[config.mk]
export PLATFORM = sky130hd
export DESIGN_NAME = irrigation_display_scan_flat
export DESIGN_NICKNAME = d
export VERILOG_FILES = /design/src/rtl/irrigation_display_scan_pkg.sv /design/src/rtl/irrigation_display_scan_if.sv /design/src/rtl/irrigation_display_scan_seg_lut.sv /design/src/rtl/irrigation_display_scan.sv /design/src/flat_wrapper.sv
export SDC_FILE = /design/constraint.sdc
export NUM_CORES = 1
export LEC_CHECK = 0
export CORE_UTILIZATION = 57
export CTS_BUF_LIST = sky130_fd_sc_hd__clkbuf_4
export DETAILED_ROUTE_END_ITERATION = 8
export PLACE_DENSITY = 0.91
export SLEW_MARGIN = 20
export SYNTH_ARGS = -nofsm -noshare
export SYNTH_HDL_FRONTEND = slang
export SYNTH_SLANG_ARGS = --single-unit
[constraint.sdc]
create_clock -name clk -period 2.9 [get_ports clk]
set_input_delay 0.87 -clock clk [delete_from_list [all_inputs] [get_ports clk]]
set_output_delay 0.87 -clock clk [all_outputs]
set_load 0.01 [all_outputs]
[src/rtl/irrigation_display_scan_pkg.sv]
// Shared irrigation display types: zone mode codes and 7-segment glyphs (bit 6 = g .. bit 0 = a).
package irrigation_pkg;

    typedef enum logic [1:0] {
        MODE_NONE      = 2'b00,
        MODE_SPRINKLER = 2'b01,
        MODE_DRIP      = 2'b10,
        MODE_UNAUTH    = 2'b11
    } mode_e;

    localparam logic [6:0] SEG_BLANK = 7'b0000000;
    localparam logic [6:0] SEG_A     = 7'b1110111;
    localparam logic [6:0] SEG_G     = 7'b0111101;
    localparam logic [6:0] SEG_DASH  = 7'b1000000;

endpackage

[src/rtl/irrigation_display_scan_if.sv]
// Display bus between the irrigation control side (master) and the scan driver (slave).
interface irrigation_display_scan_if #(
    parameter int N_ZONES = 4
) ();
    logic                   en;
    logic [2*N_ZONES-1:0]   mode_bus;
    logic [6:0]             seg;
    logic [N_ZONES-1:0]     dig_n;
    logic                   frame_tick;

    modport master (output en, mode_bus, input seg, dig_n, frame_tick);
    modport slave  (input en, mode_bus, output seg, dig_n, frame_tick);
endinterface

[src/rtl/irrigation_display_scan_seg_lut.sv]
// Combinational mode code to 7-segment pattern lookup, shared by the display blocks.
module irrigation_seg_lut
    import irrigation_pkg::*;
(
    input  mode_e       i_code,
    output logic [6:0]  o_seg
);
    always_comb begin
        o_seg = SEG_BLANK;
        case (i_code)
            MODE_NONE:      o_seg = SEG_BLANK;
            MODE_SPRINKLER: o_seg = SEG_A;
            MODE_DRIP:      o_seg = SEG_G;
            MODE_UNAUTH:    o_seg = SEG_DASH;
            default:        o_seg = SEG_BLANK;
        endcase
    end
endmodule

[src/rtl/irrigation_display_scan.sv]
// Multi-zone time-multiplexed 7-segment driver with dead time and frame pulse.
// Optional macro BLINK_UNAUTH_EN blinks code-11 digits every BLINK_DIV frames.
module irrigation_display_scan
    import irrigation_pkg::*;
#(
    parameter int N_ZONES   = 4,
    parameter int SCAN_DIV  = 50000,
    parameter int BLINK_DIV = 25
) (
    input  logic                        clk,
    input  logic                        reset,
    irrigation_display_scan_if.slave    bus
);
    localparam int PW = $clog2(SCAN_DIV);
    localparam int IW = (N_ZONES > 1) ? $clog2(N_ZONES) : 1;
    localparam logic [PW-1:0] P_LAST = PW'(SCAN_DIV - 1);
    localparam logic [IW-1:0] I_LAST = IW'(N_ZONES - 1);

    if (N_ZONES < 1 || N_ZONES > 8 || SCAN_DIV < 2 || BLINK_DIV < 1) begin : g_bad_param
        $error("irrigation_display_scan: illegal parameter set");
    end

    logic [PW-1:0]      r_presc, w_presc_nx;
    logic [IW-1:0]      r_idx, w_idx_nx;
    mode_e              r_code, w_code_nx, w_code_lut;
    logic               r_first;
    logic               w_slot_end, w_wrap, w_dead;
    logic [6:0]         w_seg, r_seg;
    logic [N_ZONES-1:0] w_dig_n, r_dig_n;
    logic               r_frame_tick;

    // Outputs are computed from next state so they line up with the prescaler/index registers.
    always_comb begin
        w_slot_end = (r_presc == P_LAST);
        w_wrap     = w_slot_end && (r_idx == I_LAST);
        w_presc_nx = w_slot_end ? '0 : r_presc + 1'b1;
        w_idx_nx   = r_idx;
        if (w_slot_end)
            w_idx_nx = (r_idx == I_LAST) ? '0 : r_idx + 1'b1;
        w_code_nx = r_code;
        if (w_slot_end || r_first) begin
            for (int k = 0; k < N_ZONES; k++)
                if (w_idx_nx == IW'(k))
                    w_code_nx = mode_e'(bus.mode_bus[2*k +: 2]);
        end
        w_dead  = (w_presc_nx == P_LAST);
        w_dig_n = '1;
        if (!w_dead) begin
            for (int k = 0; k < N_ZONES; k++)
                if (w_idx_nx == IW'(k))
                    w_dig_n[k] = 1'b0;
        end
    end

`ifdef BLINK_UNAUTH_EN
    localparam int BW = (BLINK_DIV > 1) ? $clog2(BLINK_DIV) : 1;
    logic [BW-1:0]  r_bcnt;
    logic           r_phase, w_phase_nx;

    // Phase 1 = visible; flipping on the frame-wrap edge lets the new frame use the new phase.
    always_comb begin
        w_phase_nx = r_phase;
        if (w_wrap && (r_bcnt == BW'(BLINK_DIV - 1)))
            w_phase_nx = ~r_phase;
        w_code_lut = (!w_phase_nx && (w_code_nx == MODE_UNAUTH)) ? MODE_NONE : w_code_nx;
    end

    always_ff @(posedge clk) begin
        if (reset) begin
            r_bcnt  <= '0;
            r_phase <= 1'b1;
        end else if (bus.en && w_wrap) begin
            r_bcnt  <= (r_bcnt == BW'(BLINK_DIV - 1)) ? '0 : r_bcnt + 1'b1;
            r_phase <= w_phase_nx;
        end
    end
`else
    always_comb w_code_lut = w_code_nx;
`endif

    irrigation_seg_lut u_lut (.i_code(w_code_lut), .o_seg(w_seg));

    always_ff @(posedge clk) begin
        if (reset) begin
            r_presc      <= '0;
            r_idx        <= '0;
            r_code       <= MODE_NONE;
            r_first      <= 1'b1;
            r_seg        <= SEG_BLANK;
            r_dig_n      <= '1;
            r_frame_tick <= 1'b0;
        end else if (bus.en) begin
            r_presc      <= w_presc_nx;
            r_idx        <= w_idx_nx;
            r_code       <= w_code_nx;
            r_first      <= 1'b0;
            r_seg        <= w_dead ? SEG_BLANK : w_seg;
            r_dig_n      <= w_dig_n;
            r_frame_tick <= w_wrap;
        end else begin
            r_seg        <= SEG_BLANK;
            r_dig_n      <= '1;
            r_frame_tick <= 1'b0;
        end
    end

    assign bus.seg        = r_seg;
    assign bus.dig_n      = r_dig_n;
    assign bus.frame_tick = r_frame_tick;
endmodule

[src/flat_wrapper.sv]
// flat-port wrapper written by rule: the top's interface ports become plain ports
module irrigation_display_scan_flat import irrigation_pkg::*;
#(
    parameter int N_ZONES   = 4,
    parameter int SCAN_DIV  = 50000,
    parameter int BLINK_DIV = 25
)
  (clk, reset, bus_en, bus_mode_bus, bus_seg, bus_dig_n, bus_frame_tick);
  irrigation_display_scan_if #(.N_ZONES(N_ZONES)) bus_i ();
  input  logic clk;
  input  logic reset;
  input wire logic [$bits(bus_i.en)-1:0] bus_en;
  input wire logic [$bits(bus_i.mode_bus)-1:0] bus_mode_bus;
  output wire logic [$bits(bus_i.seg)-1:0] bus_seg;
  output wire logic [$bits(bus_i.dig_n)-1:0] bus_dig_n;
  output wire logic [$bits(bus_i.frame_tick)-1:0] bus_frame_tick;
  assign bus_i.en = bus_en;
  assign bus_i.mode_bus = bus_mode_bus;
  assign bus_seg = bus_i.seg;
  assign bus_dig_n = bus_i.dig_n;
  assign bus_frame_tick = bus_i.frame_tick;
  irrigation_display_scan #(.N_ZONES(N_ZONES), .SCAN_DIV(SCAN_DIV), .BLINK_DIV(BLINK_DIV)) u_core (.clk(clk), .reset(reset), .bus(bus_i));
endmodule
; Yosys cells after proc, flatten, opt, wreduce, memory -nomap -nowiden
; Index checks and enable logic that the tools add are counted.
[word_totals]
ff_bits = 33
inputBits = 11
output_inout_bits = 12
word_cells = 38
[classes]
addsub = 2
n_eq_ne = 9
n_mux = 13
bitwise = 1
reduce_logical = 6
[ops]
columns = operator, count
row1 = 16-bit equality test (second input constant), 2
row2 = 7-bit case mux with 4 select lines, 1
row3 = 16-bit by 1-bit adder with 16-bit output (second input constant), 1
row4 = 16-bit two-way mux, 1
row5 = 2-bit two-way mux, 7
row6 = 2-bit equality test (second input constant), 5
row7 = 2-bit by 1-bit equality test with 1-bit output (second input constant), 2
row8 = 2-bit zero test, 2
row9 = 1-bit two-way mux, 4
row10 = 3-bit OR reduction, 1
row11 = 2-bit by 1-bit adder with 2-bit output (second input constant), 1
row12 = 2-bit OR reduction, 1
row13 = 1-bit logical AND, 1
row14 = 1-bit logical OR, 1
row15 = 1-bit inverter, 1

; Logic depth before layout (Yosys ltp)
[depth]
ltp_word = 11
depth_mapped = 11
ltp_nobuf = 9

; By module
; From an unflattened synthesis, not the netlist that was laid out.
[unflattened]
hier_cells = 222
hier_area_um2 = 1809.2
[modules_own_cells]
columns = module, n_inst, cells_per_inst, area_per_inst_um2
row1 = irrigation_display_scan, 1, 212, 1731.7
row2 = irrigation_seg_lut, 1, 10, 77.6

; Least setup slack after synthesis
; No wires, ideal clock.
[synth_timing]
path_kind = register to register
from = register u_core.r_presc[0]
to = register u_core.r_seg[5] (netlist: u_core.bus.seg[5])
arrival_time_ps = 2469
path_slack_ps = 350
stages_incl_launch_ff = 11
path_buffers = 3
synth_period_minus_slack_ps = 2550
cell_sequence = dfxtp_1 -> ha_1 -> clkbuf_1 -> nand4b_1 -> nand4bb_4 -> buf_6 -> buf_2 -> nand2_1 -> mux2_2 -> ha_1 -> nor3b_1
[synth_via]
elab_chain_cells = 10
[synth_lines]
columns = element, line_no
row1 = from (decl), irrigation_display_scan.sv:23  ; logic [PW-1:0] r_presc, w_presc_nx;
row2 = from (signal assigned), irrigation_display_scan.sv:93  ; r_presc <= w_presc_nx;
row3 = 16-bit equality test, irrigation_display_scan.sv:34  ; w_slot_end = (r_presc == P_LAST);
row4 = 2-bit two-way mux, irrigation_display_scan.sv:38  ; if (w_slot_end)
row5 = 2-bit zero test, irrigation_display_scan.sv:43  ; if (w_idx_nx == IW'(k))
row6 = 2-bit two-way mux (4 in series), irrigation_display_scan.sv:43
row7 = 2-bit two-way mux, irrigation_display_scan.sv:41  ; if (w_slot_end || r_first) begin
row8 = 2-bit equality test (tied with other cells), irrigation_display_scan_seg_lut.sv:10  ; case (i_code)
row9 = 7-bit case mux with 4 select lines, irrigation_display_scan_seg_lut.sv:10
row10 = to (signal assigned), irrigation_display_scan.sv:97  ; r_seg <= w_dead ? SEG_BLANK : w_seg;
row11 = to (decl), irrigation_display_scan.sv:28  ; logic [6:0] w_seg, r_seg;
; Several ways; a longest one is shown, not always the timed one.
; A chain may end at the register's enable or synchronous reset.

; Worst setup path after layout
[layout_timing]
from = register u_core.r_presc[1]
to = register u_core.r_seg[5] (netlist: u_core.bus.seg[5])
; The elaborated chain is that of the path after synthesis.

==> summary.md <==
| Metric | Value |
|---|---|
| Status | finished clean |
| Mapped Cells | 226 |
| Clock power frac | 31.3% |
| Tmin final | 2.68 ns |
| Largest family of logic cells by synthesized area | simple AND/OR/NAND/NOR gates |
| Post-CTS setup buffer count | 0 |
| Switching power | 0.215 mW |
| Hpwl dp | 3190 um |
| Std cell rows | 20 |
| MaxCap Viol Count | 0 |
| Worst-Skew Late Latency | 0.34 ns |
| Worst-margin pin slew | 0.488 ns |
| Post-synthesis sequential area ratio | 32.4% |
| Total die area | 3490 um2 |
| N_diodes | 0 |
| Logic pwr share | 13.5% |
| Synthesized area per cell | 8.21 um2 |
| Worst EP required | 3.16 ns |
| Largest net degree at the start of global routing | 23 |
| Synth Area in Compound Gates | 16.9% |
| Post-Route WL | 4430 um |
| Initial Util | 60.3% |
| RSZ-0062 raised after global routing | false |
| Resized cells post-CTS | 0 |
| Clk sinks | 30 |
| Post-route DRC | 0 |
| Vias in the first global route | 1631 |
| PortBufs | 22 |
| Post-Synth XOR/XNOR Area | 3.78% |
| Setup TNS | 0 ns |
| Fmax | 373 MHz |
| Multi-input logic area | 1150 um2 |
| Worst Hold Class | reg2reg |
| CTS tree | done |
| CTS clk-pin slew, worst paths | 0.11 ns |
| Fin. max-slew vios | 0 |
| Worst VDD drop | 0.232 mV |
| Area after DPL | 2110 um2 |
| First-pass GRT wire length | 7310 um |
| Die Ht | 59.1 um |
| Final Util | 70.4% |
| Initial antenna violation count | 0 |
| Rel. slew slack | 67.2% |
| H-tree Lvls | 2 |
| Cell Int Power | 0.567 mW |
| Fin Clk Skew | 0.0158 ns |
| First-pass DRT Iterations | 5 |
| Global-route usage over all layers | 28.1% |
| Final nets | 263 |
| Synth Net Count | 241 |
| Number of vias per cell | 5.96 |
| Hold_buf cts | 0 |
| CTS buffer count | 5 |
| Synth Flop Type | dfxtp_1 |
| Final global-route overflow total | 0 |
| Endpoint type of the worst setup path | flop |
| Post-synth top area share | 32.4% |
| WP data arrival | 2.94 ns |
| Post-synth EDFFs | 0 |
| Asr flop ratio synth | 0% |
| Leakage | 0.834 nW |
| Setup CP Type | reg2reg |
| Detail Route Antenna Nets | 0 |
| Post-synth top area cell | dfxtp_1 |
| Final Cycle Share | 92.3% |
| Number of fillers in the final layout | 247 |
| IO Pins | 23 |
| Ys Warns | 0 |
| CTS Buffer Depth | 2 |
| Fraction of final layout cells sized beyond drive strength 1 | 13.3% |
| Area growth syn-to-layout | 16.8% |
| Adder-cell share of the synthesized area | 2.70% |
| Register area | 601 um2 |
| Drt initial violations | 104 |
| CP startpoint kind | flop |
| Final setup violation count | 0 |
| Seq cells post-synth | 30 |
| Final hold vios | 0 |
| RD Place Congestion | 0.883 |
| Main area contributors after synthesis | dfxtp_1 32%, nor2_1 6.3%, nand2_1 4.2% |
| P per Cell Area | 361 nW/um2 |
| Final Cell Area | 2170 um2 |
| Crit path max fanout | 9 |
| Routed wire length per instance | 15.1 um |
| Core Region | 3080 um2 |
| Via count | 1745 |
| Total power draw | 0.781 mW |
| Post-synth cell types | 57 |
| Synth Area in Simple Gates | 34.2% |
| Sequential power share | 55.2% |
| Mux cell area share after synthesis | 4.52% |
| Die width | 59.1 um |
| Mapped Area | 1860 um2 |
| Switching share of total power | 27.5% |
| CTS root buf | clkbuf_4 |
path summary, 6_finish.rpt:
| path | end | slack, ns | cells after the start | from |
|---|---|---|---|---|
| worst max-delay path | u_core.bus.seg[5] | 0.22 | 9 | u_core.r_presc[1] |
| worst min-delay path | u_core.r_code[1] | 0.50 | 2 | u_core.r_code[1] |
| worst max register to register | u_core.bus.seg[5] | 0.22 | 9 | u_core.r_presc[1] |
| worst min register to register | u_core.r_code[1] | 0.50 | 2 | u_core.r_code[1] |
critical path: stages, from the launching register on:
cell	delay (ns)
dfxtp_1	0.49
ha_1	0.23
nand4b_1	0.13
nand4bb_4	0.36
mux2_2	0.33
a21oi_1	0.14
a21oi_1	0.11
mux2_2	0.29
ha_1	0.28
nor3b_1	0.24
cell type report:
type / instances / share of cell area, %
Clock buffer: 5 / 1.73
Clock inverter: 3 / 0.751
Inverter: 5 / 0.866
Multi-Input combinational cell: 175 / 53.1
Sequential cell: 30 / 27.7
Tap cell: 44 / 2.54
Timing Repair Buffer: 31 / 13.3
kinds of logic after synthesis:
family / after synthesis
flops: 30
fa+ha+maj: 4
xor+xnor: 8
mux: 8
compound gates: 45
buf+inv: 21
simple gates: 110
placed cells by master, fill, tap and decap left out, types with 2 or more instances in the layout:
| cell type | synthesis | routed |
|---|---|---|
| nor2_1 | 31 | 31 |
| dfxtp_1 | 30 | 30 |
| clkdlybuf4s50_1 | 0 | 22 |
| nand2_1 | 21 | 21 |
| a21oi_1 | 15 | 15 |
| nand3_1 | 12 | 12 |
| buf_4 | 3 | 9 |
| nor3_1 | 8 | 8 |
| o21ai_0 | 7 | 7 |
| nand4_1 | 6 | 6 |
| inv_1 | 5 | 5 |
| mux2i_1 | 5 | 5 |
| or3_1 | 5 | 5 |
| clkbuf_4 | 0 | 5 |
| nor4_1 | 4 | 4 |
| xnor2_1 | 4 | 4 |
| xor2_1 | 4 | 4 |
| a211oi_1 | 4 | 4 |
| ha_1 | 4 | 4 |
| mux2_2 | 3 | 3 |
| and4b_1 | 2 | 2 |
| o21bai_1 | 2 | 2 |
| nor3b_1 | 2 | 2 |
| a31oi_1 | 2 | 2 |
| o2bb2ai_1 | 2 | 2 |
| and3_1 | 2 | 2 |
cell usage after synthesis (all sizes together) (3+ instances only):
library cell / count
dfxtp: 30
o21ai: 7
xor2: 4
inv: 5
nand4: 8
mux2i: 5
nand3: 12
clkbuf: 7
a21oi: 15
nor3: 8
o21bai: 3
xnor2: 4
nor4: 5
nand2: 22
or3: 5
a211oi: 4
buf: 9
nor2: 32
ha: 4
nor3b: 3
mux2: 3
power by group through the flow:
stage	Clock (mW)	Combinational, mW	Sequential, mW
3_5_place_dp	0	0.104	0.441
6_report	0.245	0.105	0.432
3_3_place_gp	0	0.100	0.440
4_1_cts	0.252	0.105	0.431
5_1_grt	0.265	0.115	0.433
2_1_floorplan	0	0.0578	0.442
sequential cells by signal, summed over array words and instances, names as in the netlist:
register and count:
u_core.bus.frame_tick 1, u_core.r_first 1, u_core.r_idx 2, u_core.r_presc 16, u_core.bus.seg 4, u_core.r_code 2
u_core.bus.dig_n 4
layer usage:
metal  GRT usage, %  vias up  part of all wire, %
met5              0        -                    0
met4           12.9        0                  2.7
met3           6.77       14                  4.3
met2           48.7       54                   50
met1           32.8      817                   43
li1               -      860                    -
metrics by stage:
step / hold WS, ns / cells / setup slack [ns]
6_report: 0.504 / 293 / 0.222
5_1_grt: 0.531 / 293 / 0.0295
4_1_cts: 0.502 / 293 / 0.216
3_5_place_dp: 0.485 / 285 / 0.142
3_3_place_gp: 0.466 / 285 / 0.292
2_1_floorplan: 0.453 / 226 / 0.350
Note: power is estimated with default switching activity, not from simulation.
